File: src/rtl/fun_sch_if.sv
// Issue/completion bundle between the scheduler and the functional units.
interface fun_sch_if #(
   parameter int PRG_IDX_BITS  = 6,
   parameter int PRG_SIG_WIDTH = 7
);
   logic [3:0]                 iss_vld;
   logic [4*PRG_IDX_BITS-1:0]  iss_prg;
   logic [PRG_SIG_WIDTH-1:0]   fls_frm_rob;
   logic                       mem_ack;
   logic [3:0]                 fun_rdy_frm_exe;
   logic [4*PRG_SIG_WIDTH-1:0] prg_rdy_frm_exe;

   modport master (output iss_vld, iss_prg, fls_frm_rob, mem_ack,
                   input  fun_rdy_frm_exe, prg_rdy_frm_exe);
   modport slave  (input  iss_vld, iss_prg, fls_frm_rob, mem_ack,
                   output fun_rdy_frm_exe, prg_rdy_frm_exe);
endinterface

File: src/rtl/fun_sch.sv
// Functional-unit scheduler: mult (fixed latency), two ALUs (1 cycle), addr (waits mem_ack).
// FUN_SCH_MUL_EARLY_RDY_EN: mult ready reasserts together with its completion pulse.
module fun_sch #(
   parameter int PRG_IDX_BITS  = 6,
   parameter int PRG_SIG_WIDTH = 7,
   parameter int MUL_LAT       = 3
) (
   input  logic       clk,
   input  logic       rst_n,
   fun_sch_if.slave   bus
);
   localparam int IW = PRG_IDX_BITS;
`ifdef FUN_SCH_MUL_EARLY_RDY_EN
   localparam logic MUL_EARLY = 1'b1;
`else
   localparam logic MUL_EARLY = 1'b0;
`endif

   typedef enum logic {M_IDLE, M_BUSY} mst_e;
   typedef enum logic {A_IDLE, A_WAIT} ast_e;

   mst_e                     mst_q;
   ast_e                     ast_q;
   logic [3:0]               cnt_q;
   logic [IW-1:0]            mpreg_q, apreg_q;
   logic                     mul_rdy_q, alu_rdy_q, adr_rdy_q;
   logic [PRG_SIG_WIDTH-1:0] mul_slot_q, adr_slot_q;
   logic [2:1][PRG_SIG_WIDTH-1:0] alu_slot_q;
   logic [3:0]               rdy, acc;
   logic                     fls;
   logic                     unused_fls_idx;

   assign fls            = bus.fls_frm_rob[PRG_SIG_WIDTH-1];
   assign unused_fls_idx = ^bus.fls_frm_rob[PRG_SIG_WIDTH-2:0];
   assign rdy            = {adr_rdy_q, alu_rdy_q, alu_rdy_q, mul_rdy_q};
   // a flush cycle accepts nothing
   assign acc            = bus.iss_vld & rdy & {4{~fls}};

   assign bus.fun_rdy_frm_exe = rdy;
   assign bus.prg_rdy_frm_exe = {adr_slot_q, alu_slot_q[2], alu_slot_q[1], mul_slot_q};

   always_ff @(posedge clk or negedge rst_n) begin
      if (!rst_n) alu_rdy_q <= 1'b0;
      else        alu_rdy_q <= 1'b1;
   end

   for (genvar k = 1; k <= 2; k++) begin : g_alu
      always_ff @(posedge clk or negedge rst_n) begin
         if (!rst_n)      alu_slot_q[k] <= '0;
         else if (acc[k]) alu_slot_q[k] <= {1'b1, bus.iss_prg[k*IW +: IW]};
         else             alu_slot_q[k] <= '0;
      end
   end

   // Pulse leaves as the counter reaches zero, so slot0 lands MUL_LAT cycles after issue.
   always_ff @(posedge clk or negedge rst_n) begin
      if (!rst_n) begin
         mst_q      <= M_IDLE;
         cnt_q      <= '0;
         mpreg_q    <= '0;
         mul_rdy_q  <= 1'b0;
         mul_slot_q <= '0;
      end else begin
         mul_slot_q <= '0;
         if (fls) begin
            mst_q     <= M_IDLE;
            cnt_q     <= '0;
            mul_rdy_q <= 1'b1;
         end else begin
            case (mst_q)
               M_IDLE: begin
                  if (acc[0]) begin
                     mpreg_q   <= bus.iss_prg[0 +: IW];
                     cnt_q     <= 4'(MUL_LAT - 1);
                     mst_q     <= M_BUSY;
                     mul_rdy_q <= 1'b0;
                  end else begin
                     mul_rdy_q <= 1'b1;
                  end
               end
               M_BUSY: begin
                  if (cnt_q == 4'd1) begin
                     cnt_q      <= '0;
                     mst_q      <= M_IDLE;
                     mul_slot_q <= {1'b1, mpreg_q};
                     mul_rdy_q  <= MUL_EARLY;
                  end else begin
                     cnt_q <= cnt_q - 4'd1;
                  end
               end
               default: mst_q <= M_IDLE;
            endcase
         end
      end
   end

   always_ff @(posedge clk or negedge rst_n) begin
      if (!rst_n) begin
         ast_q      <= A_IDLE;
         apreg_q    <= '0;
         adr_rdy_q  <= 1'b0;
         adr_slot_q <= '0;
      end else begin
         adr_slot_q <= '0;
         if (fls) begin
            ast_q     <= A_IDLE;
            adr_rdy_q <= 1'b1;
         end else begin
            case (ast_q)
               A_IDLE: begin
                  if (acc[3]) begin
                     apreg_q   <= bus.iss_prg[3*IW +: IW];
                     ast_q     <= A_WAIT;
                     adr_rdy_q <= 1'b0;
                  end else begin
                     adr_rdy_q <= 1'b1;
                  end
               end
               A_WAIT: begin
                  if (bus.mem_ack) begin
                     ast_q      <= A_IDLE;
                     adr_slot_q <= {1'b1, apreg_q};
                     adr_rdy_q  <= 1'b1;
                  end
               end
               default: ast_q <= A_IDLE;
            endcase
         end
      end
   end
endmodule

File: src/flat_wrapper.sv
// flat-port wrapper written by rule: the top's interface ports become plain ports
module fun_sch_flat 
#(
   parameter int PRG_IDX_BITS  = 6,
   parameter int PRG_SIG_WIDTH = 7,
   parameter int MUL_LAT       = 3
)
  (clk, rst_n, bus_iss_vld, bus_iss_prg, bus_fls_frm_rob, bus_mem_ack, bus_fun_rdy_frm_exe, bus_prg_rdy_frm_exe);
  fun_sch_if #(.PRG_IDX_BITS(PRG_IDX_BITS), .PRG_SIG_WIDTH(PRG_SIG_WIDTH)) bus_i ();
  input  logic clk;
  input  logic rst_n;
  input wire logic [$bits(bus_i.iss_vld)-1:0] bus_iss_vld;
  input wire logic [$bits(bus_i.iss_prg)-1:0] bus_iss_prg;
  input wire logic [$bits(bus_i.fls_frm_rob)-1:0] bus_fls_frm_rob;
  input wire logic [$bits(bus_i.mem_ack)-1:0] bus_mem_ack;
  output wire logic [$bits(bus_i.fun_rdy_frm_exe)-1:0] bus_fun_rdy_frm_exe;
  output wire logic [$bits(bus_i.prg_rdy_frm_exe)-1:0] bus_prg_rdy_frm_exe;
  assign bus_i.iss_vld = bus_iss_vld;
  assign bus_i.iss_prg = bus_iss_prg;
  assign bus_i.fls_frm_rob = bus_fls_frm_rob;
  assign bus_i.mem_ack = bus_mem_ack;
  assign bus_fun_rdy_frm_exe = bus_i.fun_rdy_frm_exe;
  assign bus_prg_rdy_frm_exe = bus_i.prg_rdy_frm_exe;
  fun_sch #(.PRG_IDX_BITS(PRG_IDX_BITS), .PRG_SIG_WIDTH(PRG_SIG_WIDTH), .MUL_LAT(MUL_LAT)) u_core (.clk(clk), .rst_n(rst_n), .bus(bus_i));
endmodule
File: config.mk
export PLATFORM = sky130hd
export DESIGN_NAME = fun_sch_flat
export DESIGN_NICKNAME = d
export VERILOG_FILES = /design/src/rtl/fun_sch_if.sv /design/src/rtl/fun_sch.sv /design/src/flat_wrapper.sv
export SDC_FILE = /design/constraint.sdc
export NUM_CORES = 1
export LEC_CHECK = 0
export CORE_MARGIN = 2
export CORE_UTILIZATION = 43
export DETAILED_ROUTE_END_ITERATION = 10
export GPL_TIMING_DRIVEN = 0
export HOLD_SLACK_MARGIN = 0.1
export PLACE_DENSITY = 0.8
export SYNTH_ARGS = -nofsm -noshare
export SYNTH_HDL_FRONTEND = slang
export SYNTH_SLANG_ARGS = --single-unit
File: constraint.sdc
create_clock -name clk -period 1.9 [get_ports clk]
set_input_delay 0.38 -clock clk [delete_from_list [all_inputs] [get_ports clk]]
set_output_delay 0.38 -clock clk [all_outputs]
set_load 0.01 [all_outputs]
==> results of run 1 <==
## timing repair
action                                 4_1_cts  5_1_grt
hold buffers                                 1        0
endpoints found under the hold margin       22        0
gates resized for setup                      0        0
## final cells by class
cell class	count	area (um^2)	share of cell area, %
plain buffers	9	51.3	1.92
clock buffers	6	82.6	3.09
clock inverters	2	37.5	1.40
inverters	4	15.0	0.561
multi-input cells	71	544	20.3
flip-flops and latches	49	1230	45.8
well taps	50	62.6	2.34
repair buffers	65	656	24.5
## state kept, by name (all words and copies together), names as in the netlist
signal	flops
u_core.adr_slot_q	7
u_core.mul_slot_q	7
u_core.cnt_q	4
u_core.bus.prg_rdy_frm_exe	14
u_core.ast_q	1
u_core.apreg_q	6
u_core.mst_q	1
u_core.adr_rdy_q	1
u_core.mpreg_q	6
u_core.alu_rdy_q	1
u_core.mul_rdy_q	1
## metrics by stage
step	utilization [%]	power, mW	setup WS (ps)
6_report	65.9	2.29	151
5_1_grt	65.9	2.42	74.0
4_1_cts	65.9	2.32	135
3_5_place_dp	62.7	1.56	-57.1
3_3_place_gp	62.3	1.53	-737
2_1_floorplan	-	1.39	570
## worst reg2reg max path, stage by stage, from the launching register on
cell	delay, ps
dfrtp_1	410
inv_1	100
ha_1	150
nor3b_1	330
and2b_1	290
and2_1	150
## cell usage after synthesis
library cell / number
dfrtp_1: 49
conb_1: 1
and3b_1: 3
ha_1: 2
buf_4: 4
nand2_1: 2
buf_2: 2
o32ai_1: 1
mux2i_1: 1
inv_1: 4
clkbuf_1: 3
a21o_1: 1
o31ai_1: 1
or2_2: 2
and2b_1: 1
o21ai_0: 1
or4_1: 1
a211oi_1: 2
a221oi_1: 1
nand2b_1: 3
a21oi_1: 2
mux2_2: 12
nor3b_1: 3
o21bai_1: 1
nor3_4: 2
and2_1: 24
nor2_1: 4
## report_power, final
group / internal (mW) / switching [mW] / leakage [nW]
clock network: 0.428 / 0.326 / 0.0574
logic: 0.205 / 0.130 / 0.532
registers: 1.15 / 0.0575 / 0.638
total: 1.78 / 0.513 / 1.23
## final timing paths
kind / startpoint / to / slack, ps / cells after the start
hold reg to reg: u_core.mpreg_q[3]$_DFFE_PN0P_ / u_core.mul_slot_q[3]$_DFF_PN0_ / 490 / 1
min in group asynchronous: rst_n / u_core.adr_rdy_q$_DFFE_PN0P_ / 590 / 2
setup / recovery: u_core.mul_rdy_q$_DFFE_PN0P_ / bus_fun_rdy_frm_exe[0] / 150 / 2
setup reg to reg: u_core.cnt_q[1]$_DFFE_PN0P_ / u_core.mul_slot_q[2]$_DFF_PN0_ / 420 / 5
hold / removal: u_core.mpreg_q[3]$_DFFE_PN0P_ / u_core.mul_slot_q[3]$_DFF_PN0_ / 490 / 1
max in group asynchronous: rst_n / u_core.bus.prg_rdy_frm_exe[7]$_DFF_PN0_ / 790 / 3
## per-layer routing
metal | up-vias | part of all wire [%] | global-route usage (%)
met1 | 590 | 38 | 17.3
met4 | 0 | 2.8 | 8.06
met2 | 41 | 52 | 28.2
met3 | 10 | 6.9 | 5.96
met5 | - | 0 | 0
li1 | 576 | - | -
## cell families (layout without fill, tap and decap cells)
logic type      count (synthesis)  count (layout)  share of synthesized area, %
buf+inv                        13              86                          3.61
flops                          49              49                          66.8
simple gates                   45              45                          16.3
mux                            13              13                          7.90
other cells                     1               1                         0.204
fa+ha+maj                       2               2                          1.36
compound gates                 10              10                          3.81
==> flow_summary.toml, run 1 <==
[run_status]
status = "finished, final reports clean"

[layout]
n_fill_cell = 304
drive_above_1_share_pct = 15.5
final_cell_area_um2 = 2680
area_growth_pct = 45.6
final_nets = 245
antenna_cells = 0
stdcell_count = 256
layout_common_cells = "62 x clkdlybuf4s50_1, 49 x dfrtp_1, 24 x and2_1"
final_common_cell = "clkdlybuf4s50_1"

[die]
start_util_pct = 45.3
io_pins = 70
core_um2 = 4060
die_x_um = 69.4
dieArea_um2 = 4810
num_rows = 23
die_h_um = 69.4

[worst_setup_path]
worstPathCellList = "buf_4, clkdlybuf4s50_1"
crit_type = "reg2out"
cpLargestDelayFamily = "buffers and inverters"
worst-path-buf-inv = 2
cp.required_ps = 1520
arrival_ps = 1370
cpPeakStageDelay_ps = 520
cp_max_fo = 5
end_kind = "primary output"
critPathSlowestCell = "clkdlybuf4s50_1"
cp-start-kind = "register"

[run]
cap_violations = 0

[synthesis]
synthCells = 133
yosysTopAreaCellShare_pct = 66.8
yosysTopAreaCell = "dfrtp_1"
synth.cell_area_um2 = 1840
synth_area_per_cell_um2 = 13.8
syn-num-nets = 173
synthTopCellsByArea = "dfrtp_1 67%, and2_1 8.2%, mux2_2 7.4%, nor3_4 1.8%, buf_4 1.6%"
yosys_warnings = 0
ys_ff_latch = 49
yosysSeqAreaShare_pct = 66.8
synth.distinct_cells = 27

[routing]
drt_pass1_iterations = 4
vias_per_cell = 4.75
drc = 0
num_vias = 1217
ant_nets = 0
wl_um = 3500
drt_iter0_drc = 46
post_drt_wl_per_cell_um = 13.7

[timing]
slew_viol_final = 0
slew_headroom_pct = 64.6
min_period_ps = 1750
fmax_mhz = 572
setup_viol = 0
skew_ps = 4.88
fin_tns_setup_ps = 0
hold_violations = 0
whs_ps = 486
worst_pin_slew_ps = 531
rsz0062_at_grt = "false"
fin_crit_sh_pct = 92.1

[grt]
overflow = 0
grt_usage_pct = 16.2
grt_pass1_wl_um = 6000
grt_max_degree = 28
grt_pass1_vias = 1305
antenna_found_initial = 0

[power_and_ir_drop]
p_leak_nw = 1.23
ir_drop_mv = 0.611
power.density_nw_per_um2 = 857

[placed_design]
place_congestion = 0.762
postPlaceCellArea_um2 = 2540
post-place-cells = 247
dp_hpwl_um = 2710
port_buffers = 63

[cts]
cts_setup_buffers = 0
cts_tree = "done"
cts_max_path_buffers = 2
htree_levels = 2
clock_latency_ps = 300
cts_buffers = 5
clkTransAtPathRegs_ps = 90
clock-sinks = 49
clock-root-buffer = "clkbuf_8"

[min_path]
min_path_type = "reg2reg"
No activity file was read; power rests on OpenSTA's default activity.
==> inputs of run 2 (changes only) <==
--- a/config.mk
+++ b/config.mk
@@ -5,6 +5,7 @@
 export SDC_FILE = /design/constraint.sdc
 export NUM_CORES = 1
 export LEC_CHECK = 0
+export CORE_ASPECT_RATIO = 2
 export CORE_MARGIN = 2
 export CORE_UTILIZATION = 43
 export DETAILED_ROUTE_END_ITERATION = 10
==> run 2 against run 1 <==
Clock skew is 0.85 ps higher. Sequential cell count stayed put. Register-to-register slack better by 20 ps. Critical path type unchanged. First-iteration DRC count is 57% lower. Largest cell class unchanged. Highest routed layer unchanged. Critical endpoint unchanged. Combinational power hardly changed. Total power is 7.4% lower.
==> flow_summary.toml, run 2 (synthesized netlist as in run 1, its figures left out) <==
[run_status]
status = "finished, final reports clean"

[power_and_ir_drop]
combPwrFrac_pct = 15.7
switchingPower_mw = 0.512
power.clock.fraction_pct = 27.5
netSwitchingFraction_pct = 24.1
ir_drop_mv = 0.497
seq_power_share_pct = 56.8
internal_power_mw = 1.61
p_leak_nw = 1.21
power.density_nw_per_um2 = 803

[timing]
min_period_ps = 1730
fin_crit_sh_pct = 90.9
rsz0062_at_grt = "false"
hold_violations = 0
skew_ps = 5.72
slew_viol_final = 0
fmax_mhz = 579
setup_viol = 0

[die]
start_util_pct = 44.9
dieArea_um2 = 4840
io_pins = 70
die_h_um = 96.4
core_um2 = 4090
num_rows = 33
die_x_um = 50.2

[layout]
final_cell_area_um2 = 2650
final_core_util_pct = 64.7
final_nets = 245
drive_above_1_share_pct = 15.0
largest_reg_flops = 14
n_fill_cell = 297
antenna_cells = 0
area_growth_pct = 44.0
final_common_cell = "clkdlybuf4s50_1"
layout_common_cells = "62 x clkdlybuf4s50_1, 49 x dfrtp_1, 24 x and2_1"

[routing]
drc = 0
vias_per_cell = 4.70
post_drt_wl_per_cell_um = 13.8
drt_iter0_drc = 20
ant_nets = 0
wl_um = 3550
drt_pass1_iterations = 4
num_vias = 1213

[placed_design]
port_buffers = 63
place_congestion = 0.769
postPlaceCellArea_um2 = 2550
dp_hpwl_um = 2760

[cts]
cts_setup_buffers = 0
cts_tree = "done"
htree_levels = 2
clock-root-buffer = "clkbuf_8"
clkTransAtPathRegs_ps = 80
clock_latency_ps = 290
clock-sinks = 49
cts_buffers = 5
cts_max_path_buffers = 2

[worst_setup_path]
end_kind = "primary output"
cp.required_ps = 1520
cp-start-kind = "register"
arrival_ps = 1350
crit_type = "reg2out"
r2r_setup_slack_ps = 440
cp_max_fo = 5

[grt]
antenna_found_initial = 0
grt_max_degree = 38
grt_pass1_wl_um = 5660
overflow = 0
grt_pass1_vias = 1274
grt_usage_pct = 16.0

[run]
cap_violations = 0

[min_path]
min_path_type = "reg2reg"
==> run 2: cell count changes in the layout (fill, tap and decap cells not counted), sizes merged <==
cell / delta
bufinv: -1
clkinvlp: +1
==> run 2: power by group through the flow <==
stage	clock network [mW]	registers [mW]	logic, mW
after floorplan	0	1.22	0.171
after global placement	0	1.22	0.318
after detailed placement	0	1.23	0.338
after CTS	0.607	1.21	0.341
after global routing	0.653	1.22	0.368
final	0.583	1.21	0.334
==> run 2: path summary, 6_finish.rpt <==
| check | from | to | cells after the start |
|---|---|---|---|
| min in group asynchronous | rst_n | u_core.bus.prg_rdy_frm_exe[16]$_DFF_PN0_ | 2 |
| worst min register to register | u_core.mpreg_q[0]$_DFFE_PN0P_ | u_core.mul_slot_q[0]$_DFF_PN0_ | 1 |
| worst min-delay path | u_core.mpreg_q[0]$_DFFE_PN0P_ | u_core.mul_slot_q[0]$_DFF_PN0_ | 1 |
| worst max-delay path | u_core.mul_rdy_q$_DFFE_PN0P_ | bus_fun_rdy_frm_exe[0] | 2 |
| max in group asynchronous | rst_n | u_core.apreg_q[0]$_DFFE_PN0P_ | 3 |
| worst max register to register | u_core.cnt_q[1]$_DFFE_PN0P_ | u_core.cnt_q[2]$_DFFE_PN0P_ | 5 |
==> run 2: through the flow <==
stage	worst slack [ps]	total power, mW	hold slack (ps)	setup TNS, ps	cells
finish	172	2.12	478	0	258
global route	123	2.24	497	0	258
CTS	152	2.15	483	0	258
detailed placement	-91.8	1.57	286	-609	249
global placement	-736	1.53	457	-36050	248
floorplan	570	1.39	84.4	0	133
==> run 2: worst max-delay path, cell delays in order, from the launching register on <==
cell,delay [ps]
dfrtp_1,420
buf_4,130
clkdlybuf4s50_1,520
==> run 2: final cells by class <==
type | count | area, um^2 | share of cell area (%)
Buffer | 9 | 51.3 | 1.94
Clock buffer | 6 | 72.6 | 2.74
Clock inverter | 2 | 15.0 | 0.568
Inverter | 4 | 15.0 | 0.568
Multi-Input combinational cell | 71 | 544 | 20.6
Sequential cell | 49 | 1230 | 46.4
Tap cell | 52 | 65.1 | 2.46
Timing Repair Buffer | 65 | 656 | 24.8
==> run 2: metal layers <==
layer / up-vias / track usage (%) / share of wire, %
met5: - / 0 / 0
met4: 0 / 9.72 / 2.3
met3: 4 / 2.46 / 4.6
met2: 40 / 29.6 / 58
met1: 596 / 16.4 / 36
li1: 573 / - / -
==> run 2: what timing repair did <==
action	in CTS	in global routing
endpoints found under the hold margin	12	0
gates resized for setup	0	0
hold buffers	1	0
